## config.mk

```make
export PLATFORM = sky130hd
export DESIGN_NAME = instr_decode
export DESIGN_NICKNAME = d
export VERILOG_FILES = /design/src/rtl/instr_decode_pkg.sv /design/src/rtl/instr_decode_skid_buf.sv /design/src/rtl/instr_decode.sv
export SDC_FILE = /design/constraint.sdc
export NUM_CORES = 1
export LEC_CHECK = 0
export BUFFER_PORTS_ARGS = -buffer_cell sky130_fd_sc_hd__buf_2
export CORE_MARGIN = 2
export CORE_UTILIZATION = 51
export CTS_CLUSTER_SIZE = 25
export DETAILED_ROUTE_END_ITERATION = 12
export PLACE_DENSITY_LB_ADDON = 0.1
export SLEW_MARGIN = 20
export SYNTH_ARGS = -nofsm -noshare
export SYNTH_HDL_FRONTEND = slang
export SYNTH_SLANG_ARGS = --single-unit
```

## constraint.sdc

```tcl
create_clock -name clk -period 1.8 [get_ports clk]
set_input_delay 0.27 -clock clk [delete_from_list [all_inputs] [get_ports clk]]
set_output_delay 0.27 -clock clk [all_outputs]
set_load 0.05 [all_outputs]
```

## src/rtl/instr_decode_pkg.sv

```systemverilog
// ---------------------------------------------------------------------------
// instr_decode_pkg
// Shared instruction-map definitions for the hamming/parity processor.
//   - k* opcode constants and the op_mne mnemonic enum
//   - dec_t: the already-decoded instruction bundle carried to execute
//   - decodeWord(): field split + opcode classification of a raw 9-bit word
// ---------------------------------------------------------------------------
package instr_decode_pkg;

  localparam logic [3:0] kADD     = 4'd0;
  localparam logic [3:0] kSUB     = 4'd1;
  localparam logic [3:0] kBXOR    = 4'd2;
  localparam logic [3:0] kRXOR    = 4'd3;
  localparam logic [3:0] kAND     = 4'd4;
  localparam logic [3:0] kSHIFT   = 4'd5;
  localparam logic [3:0] kNOT     = 4'd6;
  localparam logic [3:0] kMOV     = 4'd7;
  localparam logic [3:0] kPASS    = 4'd8;
  localparam logic [3:0] kOPC_MAX = 4'd8;

  typedef enum logic [3:0] {
    ADD   = kADD,
    SUB   = kSUB,
    BXOR  = kBXOR,
    RXOR  = kRXOR,
    AND   = kAND,
    SHIFT = kSHIFT,
    NOT   = kNOT,
    MOV   = kMOV,
    PASS  = kPASS
  } op_mne;

  typedef struct packed {
    op_mne       op;
    logic [2:0]  rd;
    logic [1:0]  fld;
    logic        illegal;
  } dec_t;

  // Opcodes above kOPC_MAX are not in the map: they travel on as PASS so
  // execute does nothing with them, and the illegal flag records why.
  function automatic dec_t decodeWord(input logic [8:0] instr);
    dec_t       d;
    logic [3:0] opc;
    opc       = instr[8:5];
    d.rd      = instr[4:2];
    d.fld     = instr[1:0];
    d.illegal = (opc > kOPC_MAX);
    d.op      = d.illegal ? PASS : op_mne'(opc);
    return d;
  endfunction

endpackage

```

## src/rtl/instr_decode_skid_buf.sv

```systemverilog
// ---------------------------------------------------------------------------
// skid_buf
// Two-entry skid buffer with a registered in_ready, so backpressure from the
// consumer never reaches the producer combinationally. Strict FIFO order.
// Ports:
//   clk, rst_n        clock, synchronous active-low reset
//   in_valid/in_ready producer handshake (in_ready is a flop)
//   in_data           payload of type T
//   out_valid/out_ready consumer handshake
//   out_data          payload of type T, held stable while stalled
// ---------------------------------------------------------------------------
module skid_buf
  import instr_decode_pkg::*;
#(
  parameter type T = dec_t
) (
  input  logic clk,
  input  logic rst_n,
  input  logic in_valid,
  output logic in_ready,
  input  T     in_data,
  output logic out_valid,
  input  logic out_ready,
  output T     out_data
);

  localparam logic [1:0] S_EMPTY = 2'd0;
  localparam logic [1:0] S_ONE   = 2'd1;
  localparam logic [1:0] S_TWO   = 2'd2;

  logic [1:0] r_state;
  logic [1:0] w_next;
  logic       r_in_ready;
  T           r_main;
  T           r_skid;
  logic       w_acc;
  logic       w_iss;

  assign w_acc     = in_valid & r_in_ready;
  assign out_valid = (r_state != S_EMPTY);
  assign w_iss     = out_valid & out_ready;
  assign in_ready  = r_in_ready;
  assign out_data  = r_main;

  // Occupancy transitions. TWO cannot accept because in_ready is low there.
  always_comb begin
    w_next = r_state;
    case (r_state)
      S_EMPTY: if (w_acc) w_next = S_ONE;
      S_ONE: begin
        if (w_acc && !w_iss)      w_next = S_TWO;
        else if (!w_acc && w_iss) w_next = S_EMPTY;
      end
      S_TWO:   if (w_iss) w_next = S_ONE;
      default: w_next = S_EMPTY;
    endcase
  end

  // in_ready is precomputed from the next state so it comes straight off a
  // flop. The main register only changes on issue or when it is empty,
  // which keeps out_data stable during a stall.
  always_ff @(posedge clk) begin
    if (!rst_n) begin
      r_state    <= S_EMPTY;
      r_in_ready <= 1'b1;
      r_main     <= '0;
      r_skid     <= '0;
    end else begin
      r_state    <= w_next;
      r_in_ready <= (w_next != S_TWO);
      case (r_state)
        S_EMPTY: if (w_acc) r_main <= in_data;
        S_ONE: begin
          if (w_acc && w_iss)  r_main <= in_data;
          if (w_acc && !w_iss) r_skid <= in_data;
        end
        S_TWO:   if (w_iss) r_main <= r_skid;
        default: ;
      endcase
    end
  end

endmodule

```

## src/rtl/instr_decode.sv

```systemverilog
// ---------------------------------------------------------------------------
// instr_decode
// Decode stage: splits raw 9-bit words from fetch into opcode/rd/fld,
// classifies the opcode, and hands a registered decoded bundle to execute
// through a skid buffer. Tracks issued-instruction count and a sticky error
// flag for illegal opcodes.
// Ports:
//   clk, rst_n             clock, synchronous active-low reset
//   in_valid/in_ready      fetch handshake; in_instr is the raw word
//   out_valid/out_ready    execute handshake
//   out_op/out_rd/out_fld  decoded fields; out_illegal marks opcodes 9-15
//   err_sticky/err_clr     sticky illegal-issue flag and its clear
//   issue_cnt              wrapping count of completed output handshakes
// ---------------------------------------------------------------------------
module instr_decode
  import instr_decode_pkg::*;
#(
  parameter int IW    = 9,
  parameter int CNT_W = 8
) (
  input  logic             clk,
  input  logic             rst_n,
  input  logic             in_valid,
  output logic             in_ready,
  input  logic [IW-1:0]    in_instr,
  output logic             out_valid,
  input  logic             out_ready,
  output logic [3:0]       out_op,
  output logic [2:0]       out_rd,
  output logic [1:0]       out_fld,
  output logic             out_illegal,
  output logic             err_sticky,
  input  logic             err_clr,
  output logic [CNT_W-1:0] issue_cnt
);

  if (IW != 9) begin : g_bad_iw
    $error("instr_decode: IW must be 9 for this ISA");
  end

  dec_t             w_dec;
  dec_t             w_out;
  logic             w_iss;
  logic             r_err_sticky;
  logic [CNT_W-1:0] r_issue_cnt;

  // Decode happens before buffering, so the stored bundle is already decoded.
  assign w_dec = decodeWord(in_instr[8:0]);

  skid_buf #(
    .T (dec_t)
  ) u_skid (
    .clk       (clk),
    .rst_n     (rst_n),
    .in_valid  (in_valid),
    .in_ready  (in_ready),
    .in_data   (w_dec),
    .out_valid (out_valid),
    .out_ready (out_ready),
    .out_data  (w_out)
  );

  assign w_iss       = out_valid & out_ready;
  assign out_op      = w_out.op;
  assign out_rd      = w_out.rd;
  assign out_fld     = w_out.fld;
  assign out_illegal = w_out.illegal;
  assign err_sticky  = r_err_sticky;
  assign issue_cnt   = r_issue_cnt;

  // Setting has priority over err_clr so an illegal issue is never lost.
  always_ff @(posedge clk) begin
    if (!rst_n) begin
      r_err_sticky <= 1'b0;
    end else if (w_iss && w_out.illegal) begin
      r_err_sticky <= 1'b1;
    end else if (err_clr) begin
      r_err_sticky <= 1'b0;
    end
  end

  // Free-running wrap on overflow; no saturation or flag.
  always_ff @(posedge clk) begin
    if (!rst_n) begin
      r_issue_cnt <= '0;
    end else if (w_iss) begin
      r_issue_cnt <= r_issue_cnt + CNT_W'(1);
    end
  end

endmodule

```

After elaboration in Yosys (flattened, before gate mapping)
Index checks and enable logic that the tools add are counted.
{"block": "word_totals", "word_cells": 46, "mem_bits_ro": 0, "ff_bits": 32, "output_inout_bits": 21, "latch_bits": 0, "mem_bits_rw": 0, "in_bits": 14, "mem_count": 0}
{"block": "op_classes", "add_sub_neg": 1, "n_reduce_logical": 12, "muxes": 12, "magnitude_cmp": 1, "n_div": 0, "n_eq_ne": 6, "shifts": 0, "mul": 0, "bitwise": 2}
{"operator": "two-way mux 10 bit", "count": 3}
{"operator": "case mux 10 bit (3 select lines)", "count": 1}
{"operator": "adder 8 x 1 -> 8 bit, second input constant", "count": 1}
{"operator": "two-way mux 2 bit", "count": 4}
{"operator": "inequality test 2 x 1 -> 1 bit, second input constant", "count": 3}
{"operator": "case mux 2 bit (3 select lines)", "count": 1}
{"operator": "> comparator 4 bit, second input constant", "count": 1}
{"operator": "logical AND 1 bit", "count": 4}
{"operator": "two-way mux 4 bit", "count": 1}
{"operator": "AND reduction 4 bit", "count": 1}
{"operator": "nonzero test 2 bit", "count": 2}
{"operator": "nonzero test 3 bit", "count": 1}
{"operator": "AND 1 bit", "count": 2}
{"operator": "equality test 2 x 1 -> 1 bit, second input constant", "count": 1}
{"operator": "equality test 2 bit, second input constant", "count": 1}
{"operator": "logical NOT 1 bit", "count": 2}
{"operator": "logical NOT 2 bit", "count": 1}
{"operator": "two-way mux 1 bit", "count": 2}
{"operator": "inequality test 2 bit, second input constant", "count": 1}
{"operator": "AND reduction 2 bit", "count": 1}

Depth between registers and ports, before layout
Gate-level depths: netlist of the first run.
{"block": "depth", "depth_word": 7, "mapped_depth": 6, "depth_no_buf": 4}

Cells and area by module
Synthesis of the first run repeated with hierarchy kept, for this count alone.
{"block": "unflattened", "cells_unflattened": 144, "area_unflattened_um2": 1385.1}
{"module": "skid_buf", "cells_each": 94, "seq_area_each_um2": 460.4, "instances": 1, "area_each_um2": 970.9}
{"module": "instr_decode", "cells_each": 50, "seq_area_each_um2": 180.2, "instances": 1, "area_each_um2": 414.1}

Least setup slack after synthesis of the first run
Ideal clock, no wire load.
{"block": "synth_timing", "kind": "register to register", "start": "register u_skid.r_in_ready (netlist: u_skid.in_ready)", "end": "register u_skid.r_main (netlist bit u_skid.out_data[0])", "t_arrival_ns": 1.578, "n_path_buf": 1, "setup_slack_ns": 0.148, "path_stages_with_launch": 6, "synth_period_minus_slack_ns": 1.652, "t_required_ns": 1.726, "setup_ns": 0.074, "cell_sequence": "dfxtp_1 > nand2_1 > o31ai_1 > clkbuf_2 > o21ai_0 > a31oi_1"}
{"block": "synth_via", "elab_chain_cells": 4, "word_cells_on_any_way": 5, "cone_classes": "eq/ne: 2; bitwise: 1; reduce/logical: 2"}
{"element": "start, declared", "line": "instr_decode_skid_buf.sv:33", "text": "logic r_in_ready;"}
{"element": "start signal, assigned", "line": "instr_decode_skid_buf.sv:70", "text": "r_in_ready <= (w_next != S_TWO);"}
{"element": "AND 1 bit (*)", "line": "instr_decode_skid_buf.sv:39", "text": "assign w_acc = in_valid & r_in_ready;"}
{"element": "logical AND 1 bit", "line": "instr_decode_skid_buf.sv:74", "text": "if (w_acc && w_iss) r_main <= in_data;"}
{"element": "inequality test 2 x 1 -> 1 bit (no source line)"}
{"element": "AND reduction 4 bit (no source line) (*)"}
{"element": "end signal, assigned", "line": "instr_decode_skid_buf.sv:72", "text": "S_EMPTY: if (w_acc) r_main <= in_data;"}
{"element": "end signal, assigned", "line": "instr_decode_skid_buf.sv:74"}
{"element": "end signal, assigned", "line": "instr_decode_skid_buf.sv:77", "text": "S_TWO: if (w_iss) r_main <= r_skid;"}
{"element": "end, declared", "line": "instr_decode_skid_buf.sv:34", "text": "T r_main;"}
Mark *: on every way between the ends. The rest lies on a longest branch, timed or not.
A chain may end at the register's enable or synchronous reset.

Worst setup path in the final report of the first run
{"block": "layout_timing", "start": "register u_skid.r_state[1]", "end": "output port out_valid"}
{"block": "layout_via", "elab_chain_cells": 1}
{"element": "start, declared", "line": "instr_decode_skid_buf.sv:31", "text": "logic [1:0] r_state;"}
{"element": "start signal, assigned", "line": "instr_decode_skid_buf.sv:69", "text": "r_state <= w_next;"}
{"element": "nonzero test 2 bit", "line": "instr_decode_skid_buf.sv:40", "text": "assign out_valid = (r_state != S_EMPTY);"}
{"element": "end, declared", "line": "instr_decode.sv:26", "text": "output logic out_valid,"}
Every way passes these cells.

==> reports/results.tsv, run 1 <==
stage	metric	value	unit
critical_path	worstPathRequired	1.53	ns
synth	synthCells	144	
floorplan	pin_count	35	
critical_path	cp_max_fo	12	
finish	final_cell_mix	buf_2, dfxtp_1, mux2i_1, nor2b_1, o21ai_0	
hold_path	hold_path_class	input port to register	
critical_path	regToRegStartpoint	u_skid.r_state[0]	
clock_network	clkTransAtPathRegs	0.10	ns
place	place.gp.congestion	0.728	
critical_path	critPathMaxStageDelay	0.60	ns
power_and_ir_drop	peakVddDrop	0.609	mV
global_routing	grt_pass1_wl	4670	um
synth	yosysTopAreaCell	dfxtp_1	
finish	nNetsFinal	195	
synth	synth_top_family_by_area	simple AND/OR/NAND/NOR gates	
synth	syn_area	1410	um2
routing	drc	0	
clock_network	cts_root_buf	clkbuf_4	
sta	post-route-period-util	0.907	
finish	postLayoutCellArea	1670	um2
synth	yosysTopAreaCellShare	0.453	
floorplan	die_w	56.7	um
routing	viasPerCell	5.33	
floorplan	fp-row-count	19	
synth	ys.warnings.count	0	
routing	drt-pass1-iter-count	4	
global_routing	grt_pass1_vias	1092	
clock_network	cts_tree	built	
synth	ys_seq_area_frac	0.453	
sta	worst_pin_slew	0.432	ns
synth	synth_mux_area_frac	0.135	
clock_network	cts_hold_buffers	0	
sta	finalWorstSetupSlack	0.167	ns
critical_path	crit_chain	or2_2, buf_2	
critical_path	cpMaxStageDelayCell	dfxtp_1	
clock_network	insertion_delay	0.33	ns
sta	grt_setup_unrepaired	no	
floorplan	die-area	3210	um2
sta	relSlewSlack	0.712	
place	portBuffers	34	
global_routing	overflow	0	
sta	fin_skew	0.00985	ns
sta	finalSetupTns	0	ns
routing	antenna_left	0	
power_and_ir_drop	p_per_area	873	nW/um2
global_routing	grt_max_degree	32	
clock_network	postCtsSetupBuffers	0	
synth	synth_compound_area_frac	0.135	
synth	synth_area_leaders	dfxtp_1, mux2i_1, nor2b_1	
hold_path	whs_path_depth	3	
critical_path	cp-end-kind	primary output	
routing	vias	1131	
clock_network	cts.path.max_buffers	2	
flow_run	drv_cap	0	
finish	drive_above_1_share	0.271	
routing	drt_wl_total	2700	um
clock_network	ctsHtreeMaxLevel	2	
run_status	status	finished, final reports clean	
place	hpwl	1880	um
finish	final_common_cell	buf_2	
hold_path	min_to	u_skid.r_skid[1]	
synth	synth_xor_area_frac	0.0372	
hold_path	hold_start	in_instr[0]	
sta	finalSetupViolCount	0	
floorplan	initial_utilization	0.526	
clock_network	tritoncts.num_buffers	5	
place	placed_cell_area	1610	um2
place	dp_cells	204	
synth	synth-adder-area-share	0.00885	
critical_path	cp_top_family	flip-flops	
critical_path	start_kind	register	
power_and_ir_drop	p_leak	0.752	nW
critical_path	worstSetupPathType	register to primary output	
global_routing	antenna_found_initial	0	
place	place_ws	0.321	ns
critical_path	path_buf_inv	1	
sta	finalHoldViolations	0	
floorplan	core_area	2690	um2
critical_path	worstPathArrival	1.36	ns
routing	first_iter_violations	18	
synth	syn_area_per_cell	9.82	um2
sta	max_freq	612	MHz
power_and_ir_drop	total_power	1.46	mW
critical_path	ff2ff_setup_slack	0.32	ns
finish	utilization	0.621	
finish	diodes	0	
sta	final-max-slew-violation-count	0	
synth	synth.distinct_cells	35	
critical_path	r2r_cells	5	
synth	syn_nets	159	
global_routing	grtUsageTotal	0.193	
routing	wl_per_cell	12.7	um
finish	n_fill_cell	255	
sta	fin_hold_ws	0.211	ns
floorplan	die_y	56.7	um
finish	area_delta_synth_final	18.1	%
synth	synth-simple-area-share	0.199	
synth	postSynthRegisterBits	32	
sta	period_minus_slack	1.63	ns
critical_path	r2r_end	u_skid.r_skid[5]	
finish	fin_cells	212	
clock_network	cts_resized	0	
clock_network	cts_sinks	32	
==> kinds of logic (layout without fill, tap and decap cells) <==
family                     count (synthesis)  after routing
and+or+nand+nor                           44             44
AOI/OAI and AO/OA                         33             33
DFF                                       32             32
muxes                                     19             19
buffers and inverters                      9             46
xor gates and xnor gates                   6              6
adders and majority gates                  1              1
==> cell type report <==
type	count	area, um2	share of cell area
clock buffer	6	51.3	0.0307
clock inverter	2	10.0	0.00600
inverter	1	3.75	0.00225
multi-input combinational	103	732	0.439
sequential	32	641	0.384
tap	31	38.8	0.0232
timing repair buffer	37	193	0.115
==> sequential cells by signal (all words and copies together) (netlist names) <==
register	flops
err_sticky	1
issue_cnt	8
u_skid.in_ready	1
u_skid.out_data	10
u_skid.r_skid	10
u_skid.r_state	2
==> layer usage <==
layer / vias up / GRT usage / routed length (um) / part of all wire
met1: 526 / 0.214 / 1230 / 0.46
met2: 26 / 0.317 / 1290 / 0.48
met3: 4 / 0.0507 / 137 / 0.051
li1: 575 / - / - / -
met4: 0 / 0.133 / 41 / 0.015
met5: - / 0 / 0 / 0
==> synth_stat cells (all sizes together) <==
master  count
clkbuf      4
mux2i      19
nand3       1
and3b       1
or3         1
nand2b      3
xor2        2
nand2       6
buf         4
a31oi       1
inv         1
nor2b      15
o311ai      2
and2        7
o21a        2
xnor2       4
ha          1
or2         1
o22ai       1
o21ai      13
a21oi      10
nand4       3
nand3b      2
nor3b       1
and3        1
dfxtp      32
nor3        2
a21boi      3
o31ai       1
==> worst max path at each step <==
stage                           start                 end  depth (start not counted)
detailed placement  u_skid.r_state[0]    u_skid.r_skid[5]                          5
CTS                 u_skid.r_state[1]           out_valid                          2
global placement    u_skid.r_state[1]        issue_cnt[7]                          4
global route        u_skid.r_state[1]           out_valid                          2
floorplan             u_skid.in_ready  u_skid.out_data[0]                          5
finish              u_skid.r_state[1]           out_valid                          2
==> worst register-to-register path, stage by stage (launching register included) <==
cell     delay, ns
dfxtp_1       0.46
nor2b_4       0.22
nor3b_4       0.18
buf_4         0.23
mux2i_1       0.22
nor2b_1       0.06
==> power by group <==
group,leakage [nW],total (mW),switching (mW),internal [mW]
Sequential,0.261,0.765,0.0233,0.742
Clock,0.0380,0.427,0.241,0.186
Combinational,0.453,0.265,0.179,0.0853
Note: power is estimated with default switching activity, not from simulation.
==> inputs of run 2 (changes only) <==
--- a/config.mk
+++ b/config.mk
@@ -6,8 +6,9 @@
 export NUM_CORES = 1
 export LEC_CHECK = 0
 export BUFFER_PORTS_ARGS = -buffer_cell sky130_fd_sc_hd__buf_2
-export CORE_MARGIN = 2
-export CORE_UTILIZATION = 51
+export CELL_PAD_IN_SITES_DETAIL_PLACEMENT = 2
+export CELL_PAD_IN_SITES_GLOBAL_PLACEMENT = 2
+export CORE_UTILIZATION = 31
 export CTS_CLUSTER_SIZE = 25
 export DETAILED_ROUTE_END_ITERATION = 12
 export PLACE_DENSITY_LB_ADDON = 0.1
==> reports/results.tsv, run 2 (synthesis gave the netlist of run 1 again) <==
stage	metric	value	unit	change
critical_path	worstPathRequired	1.53	ns	about the same
finish	final_common_cell	buf_2		
sta	post-route-period-util	0.888		-0.0187
floorplan	initial_utilization	0.325		-0.202
critical_path	start_kind	register		
routing	antenna_left	0		unchanged
power_and_ir_drop	peakVddDrop	0.418	mV	-31%
routing	maxUsedRoutingLayer	met4		
floorplan	die_y	69.5	um	+23%
place	place.gp.congestion	0.734		+0.92%
finish	diodes	0		unchanged
floorplan	pin_count	35		unchanged
critical_path	crit_chain	or2_2, buf_2		
finish	final_cell_mix	buf_2, dfxtp_1, mux2i_1, nor2b_1, o21ai_0		
routing	wl_met1	1640	um	+34%
routing	drt-pass1-iter-count	2		-2
sta	fin_skew	0.00635	ns	-0.00350 ns
global_routing	overflow	0		unchanged
clock_network	cts_sinks	32		unchanged
clock_network	cts.path.max_buffers	2		unchanged
global_routing	grt_pass1_vias	1196		+9.5%
clock_network	cts_hold_buffers	0		unchanged
clock_network	ctsHtreeMaxLevel	2		unchanged
sta	finalSetupViolCount	0		unchanged
clock_network	insertion_delay	0.28	ns	-0.05 ns
sta	relSlewSlack	0.693		-0.0185
sta	worst_pin_slew	0.460	ns	+0.0283 ns
place	hpwl	2440	um	+30%
floorplan	core_area	4350	um2	+62%
critical_path	worstSetupPathType	register to primary output		
clock_network	clkTransAtPathRegs	0.07	ns	-0.03 ns
power_and_ir_drop	pwr-share-clk	0.421		+0.128
global_routing	grt_max_degree	32		unchanged
power_and_ir_drop	switching_share	0.265		-0.0398
sta	max_freq	625	MHz	+2.1%
clock_network	cts_root_buf	clkbuf_8		
clock_network	cts_tree	built		
critical_path	cp_max_fo	12		unchanged
floorplan	die-area	4840	um2	+51%
critical_path	cpMaxStageDelayCell	dfxtp_1		
sta	finalSetupTns	0	ns	unchanged
critical_path	path_buf_inv	1		unchanged
sta	final-max-slew-violation-count	0		unchanged
power_and_ir_drop	sequentialPowerShare	0.428		-0.097
run_status	status	finished, final reports clean		
power_and_ir_drop	p_per_area	1010	nW/um2	+16%
routing	wl_met3	149	um	+8.8%
floorplan	fp-row-count	24		+5
finish	n_fill_cell	482		+89%
sta	finalHoldViolations	0		unchanged
finish	area_delta_synth_final	25.0	%	
critical_path	critPathMaxStageDelay	0.60	ns	about the same
critical_path	cp-end-kind	primary output		
place	portBuffers	34		unchanged
routing	viasPerCell	4.90		-8.1%
routing	vias	1147		+1.4%
critical_path	worstPathArrival	1.33	ns	-0.03 ns
routing	route.met2.wl	1680	um	+30%
sta	period_minus_slack	1.60	ns	-0.0336 ns
finish	utilization	0.406		-0.215
critical_path	cp_top_family	flip-flops		
flow_run	drv_cap	0		unchanged
power_and_ir_drop	total_power	1.79	mW	+23%
sta	grt_setup_unrepaired	no		
routing	drt_wl_total	3500	um	+30%
power_and_ir_drop	p_sw	0.475	mW	+7.0%
finish	nNetsFinal	196		+0.51%
clock_network	cts_resized	0		unchanged
clock_network	postCtsSetupBuffers	0		unchanged
global_routing	antenna_found_initial	0		unchanged
hold_path	hold_path_class	input port to register		
global_routing	grtUsageTotal	0.158		-0.0346
routing	drc	0		unchanged
power_and_ir_drop	pwr-share-comb	0.152		-0.030
global_routing	grt_pass1_wl	5920	um	+27%
finish	drive_above_1_share	0.275		+0.00401
routing	wl_per_cell	14.9	um	+18%
floorplan	die_w	69.5	um	+23%
power_and_ir_drop	p_leak	0.783	nW	+4.1%
routing	first_iter_violations	45		+27
clock_network	tritoncts.num_buffers	5		unchanged
power_and_ir_drop	p_int	1.32	mW	+30%
[run 2: worst paths after layout]
| path | startpoint | end | slack, ns | cells past startpoint |
|---|---|---|---|---|
| min | in_instr[0] | u_skid.r_skid[1] | 0.27 | 3 |
| max reg2reg | u_skid.r_state[0] | u_skid.r_skid[3] | 0.24 | 5 |
| min reg2reg | u_skid.r_skid[0] | u_skid.r_skid[0] | 0.48 | 2 |
| max | u_skid.r_state[1] | out_valid | 0.20 | 2 |
[run 2: per-stage QoR]
step / setup slack [ns] / hold WS, ns / instances / area, um2
floorplan: 0.148 / 0.439 / 144 / 1410
global placement: 0.361 / 0.468 / 226 / 1640
detailed placement: 0.254 / 0.470 / 226 / 1640
CTS: 0.196 / 0.267 / 234 / 1770
global route: 0.105 / 0.283 / 234 / 1770
finish: 0.201 / 0.274 / 234 / 1770
[run 2: power groups by stage]
stage,Sequential [mW],Combinational (mW),Clock [mW]
final,0.767,0.272,0.754
after global routing,0.771,0.294,0.814
after CTS,0.767,0.277,0.777
after detailed placement,0.782,0.275,0
after global placement,0.779,0.267,0
after floorplan,0.866,0.111,0
[run 2: final cells by class]
class	count	area (um2)	share of cell area
Clock buffer	7	96.3	0.0545
Clock inverter	1	30.0	0.0170
Inverter	1	3.75	0.00212
Multi-Input combinational cell	103	732	0.414
Sequential cell	32	641	0.362
Tap cell	52	65.1	0.0368
Timing Repair Buffer	38	200	0.113
[run 2: worst min-delay path, cell delays in order]
cell and delay (ns):
buf_2 0.09, mux2i_1 0.06, nor2b_1 0.10
[run 2: metal layers]
layer	GRT usage	up-vias
met2	0.271	26
met5	0	-
li1	-	573
met3	0.0480	4
met4	0.0476	0
met1	0.189	544
==> inputs of run 3 (changes only) <==
==> constraint.sdc (replaced) <==
create_clock -name clk -period 1.7 [get_ports clk]
set_input_delay 0.255 -clock clk [delete_from_list [all_inputs] [get_ports clk]]
set_output_delay 0.255 -clock clk [all_outputs]
set_load 0.05 [all_outputs]
==> reports/results.tsv, run 3 (synthesis gave the netlist of run 1 again) <==
stage	metric	value	unit	change
run_status	status	finished, final reports clean		
place	dp_cells	226		unchanged
clock_network	clkTransAtPathRegs	0.07	ns	about the same
critical_path	worstSetupPathType	register to primary output		
floorplan	die_w	69.5	um	unchanged
sta	period_minus_slack	1.54	ns	
clock_network	cts_tree	built		
finish	drive_above_1_share	0.269		-0.00549
critical_path	critPathMaxStageDelay	0.59	ns	about the same
clock_network	cts_resized	0		unchanged
power_and_ir_drop	p_per_area	1020	nW/um2	+0.31%
routing	drt_wl_total	3330	um	-4.7%
finish	diodes	0		unchanged
critical_path	worstPathArrival	1.29	ns	-0.04 ns
sta	finalSetupTns	0	ns	unchanged
clock_network	postCtsSetupBuffers	0		unchanged
critical_path	worstPathRequired	1.44	ns	-0.09 ns
finish	final_common_cell	buf_2		
floorplan	fp-row-count	24		unchanged
clock_network	cts_root_buf	clkbuf_8		
sta	post-route-period-util	0.906		
place	place.gp.congestion	0.747		+1.7%
routing	drc	0		unchanged
sta	max_freq	649	MHz	
finish	multi_input_area	732	um2	unchanged
routing	wl_per_cell	14.2	um	-4.7%
critical_path	cp-end-kind	primary output		
flow_run	drv_cap	0		unchanged
finish	postLayoutCellArea	1760	um2	-0.35%
place	place_ws	0.150	ns	-0.104 ns
place	placed_cell_area	1650	um2	+0.76%
floorplan	initial_utilization	0.325		unchanged
critical_path	start_kind	register		
critical_path	crit_chain	or2_2, buf_2		
routing	drt-pass1-iter-count	3		+1
finish	nNetsFinal	196		unchanged
routing	vias	1166		+1.7%
critical_path	cpMaxStageDelayCell	dfxtp_1		
clock_network	cts_hold_buffers	0		unchanged
clock_network	cts_sinks	32		unchanged
finish	register_area	641	um2	unchanged
clock_network	insertion_delay	0.27	ns	about the same
floorplan	pin_count	35		unchanged
sta	grt_setup_unrepaired	no		
global_routing	grt_pass1_vias	1237		+3.4%
floorplan	die-area	4840	um2	unchanged
place	hpwl	2450	um	+0.69%
sta	worst_pin_slew	0.461	ns	+0.000907 ns
clock_network	ctsHtreeMaxLevel	2		unchanged
finish	final_cell_mix	buf_2, dfxtp_1, mux2i_1, nor2b_1, o21ai_0		
finish	utilization	0.405		-0.00144
sta	final-max-slew-violation-count	0		unchanged
routing	antenna_left	0		unchanged
place	portBuffers	34		unchanged
routing	viasPerCell	4.98		+1.7%
sta	relSlewSlack	0.692		about the same
clock_network	cts.path.max_buffers	2		unchanged
floorplan	die_y	69.5	um	unchanged
global_routing	grt_pass1_wl	5800	um	-2.0%
global_routing	grt_max_degree	32		unchanged
finish	area_delta_synth_final	24.6	%	
global_routing	antenna_found_initial	0		unchanged
power_and_ir_drop	peakVddDrop	0.530	mV	+27%
power_and_ir_drop	total_power	1.79	mW	about the same
hold_path	hold_path_class	input port to register		
power_and_ir_drop	p_leak	0.776	nW	-0.84%
routing	first_iter_violations	24		-47%
sta	finalWorstSetupSlack	0.159	ns	-0.0417 ns
sta	finalSetupViolCount	0		unchanged
finish	fin_cells	234		unchanged
sta	fin_hold_ws	0.271	ns	-0.00333 ns
critical_path	cp_max_fo	12		unchanged
finish	n_fill_cell	487		+1.0%
global_routing	grtUsageTotal	0.149		-0.00855
floorplan	core_area	4350	um2	unchanged
clock_network	tritoncts.num_buffers	5		unchanged
global_routing	overflow	0		unchanged
sta	finalHoldViolations	0		unchanged
sta	fin_skew	0.00373	ns	-0.00262 ns
==> run 3: changes by cell type in the layout (fill, tap and decap cells not counted) <==
cell	change
clkbuf_1	+1
clkinv_2	+1
buf_4	-1
buf_12	+1
clkbuf_8	-2
==> run 3: worst max-delay path, delay by kind of cell (launching register included) <==
family / cells / cell delay (ns)
flops: 1 / 0.59
buf+inv: 1 / 0.25
simple gates: 1 / 0.18
==> run 3: final timing paths <==
path                                   startpoint          endpoint  slack, ns  cells after the start
worst min-delay path                  in_instr[0]  u_skid.r_skid[1]       0.27                      3
worst min register to register   u_skid.r_skid[0]  u_skid.r_skid[0]       0.50                      2
worst max register to register  u_skid.r_state[1]      issue_cnt[7]       0.17                      4
worst max-delay path            u_skid.r_state[1]         out_valid       0.16                      2
==> run 3: power breakdown <==
part	total (mW)	switching [mW]	leakage, nW	internal, mW
clock	0.691	0.257	0.0552	0.434
combinational	0.290	0.197	0.460	0.0932
sequential	0.811	0.0247	0.261	0.786
total	1.79	0.478	0.776	1.31
==> run 3: final cells by class <==
cell class | instances | area share
repair buffers | 38 | 0.121
multi-input cells | 103 | 0.415
well taps | 52 | 0.0369
inverters | 1 | 0.00213
clock inverters | 2 | 0.0199
flip-flops and latches | 32 | 0.364
clock buffers | 6 | 0.0412
==> run 3: routing by layer <==
layer,track usage,share of wire,wire length (um),vias to the layer above
met2,0.276,0.52,1720,21
met1,0.172,0.44,1470,566
met4,0.0340,0.0042,14,0
met3,0.0363,0.037,123,2
met5,0,0,0,-
li1,-,-,-,577
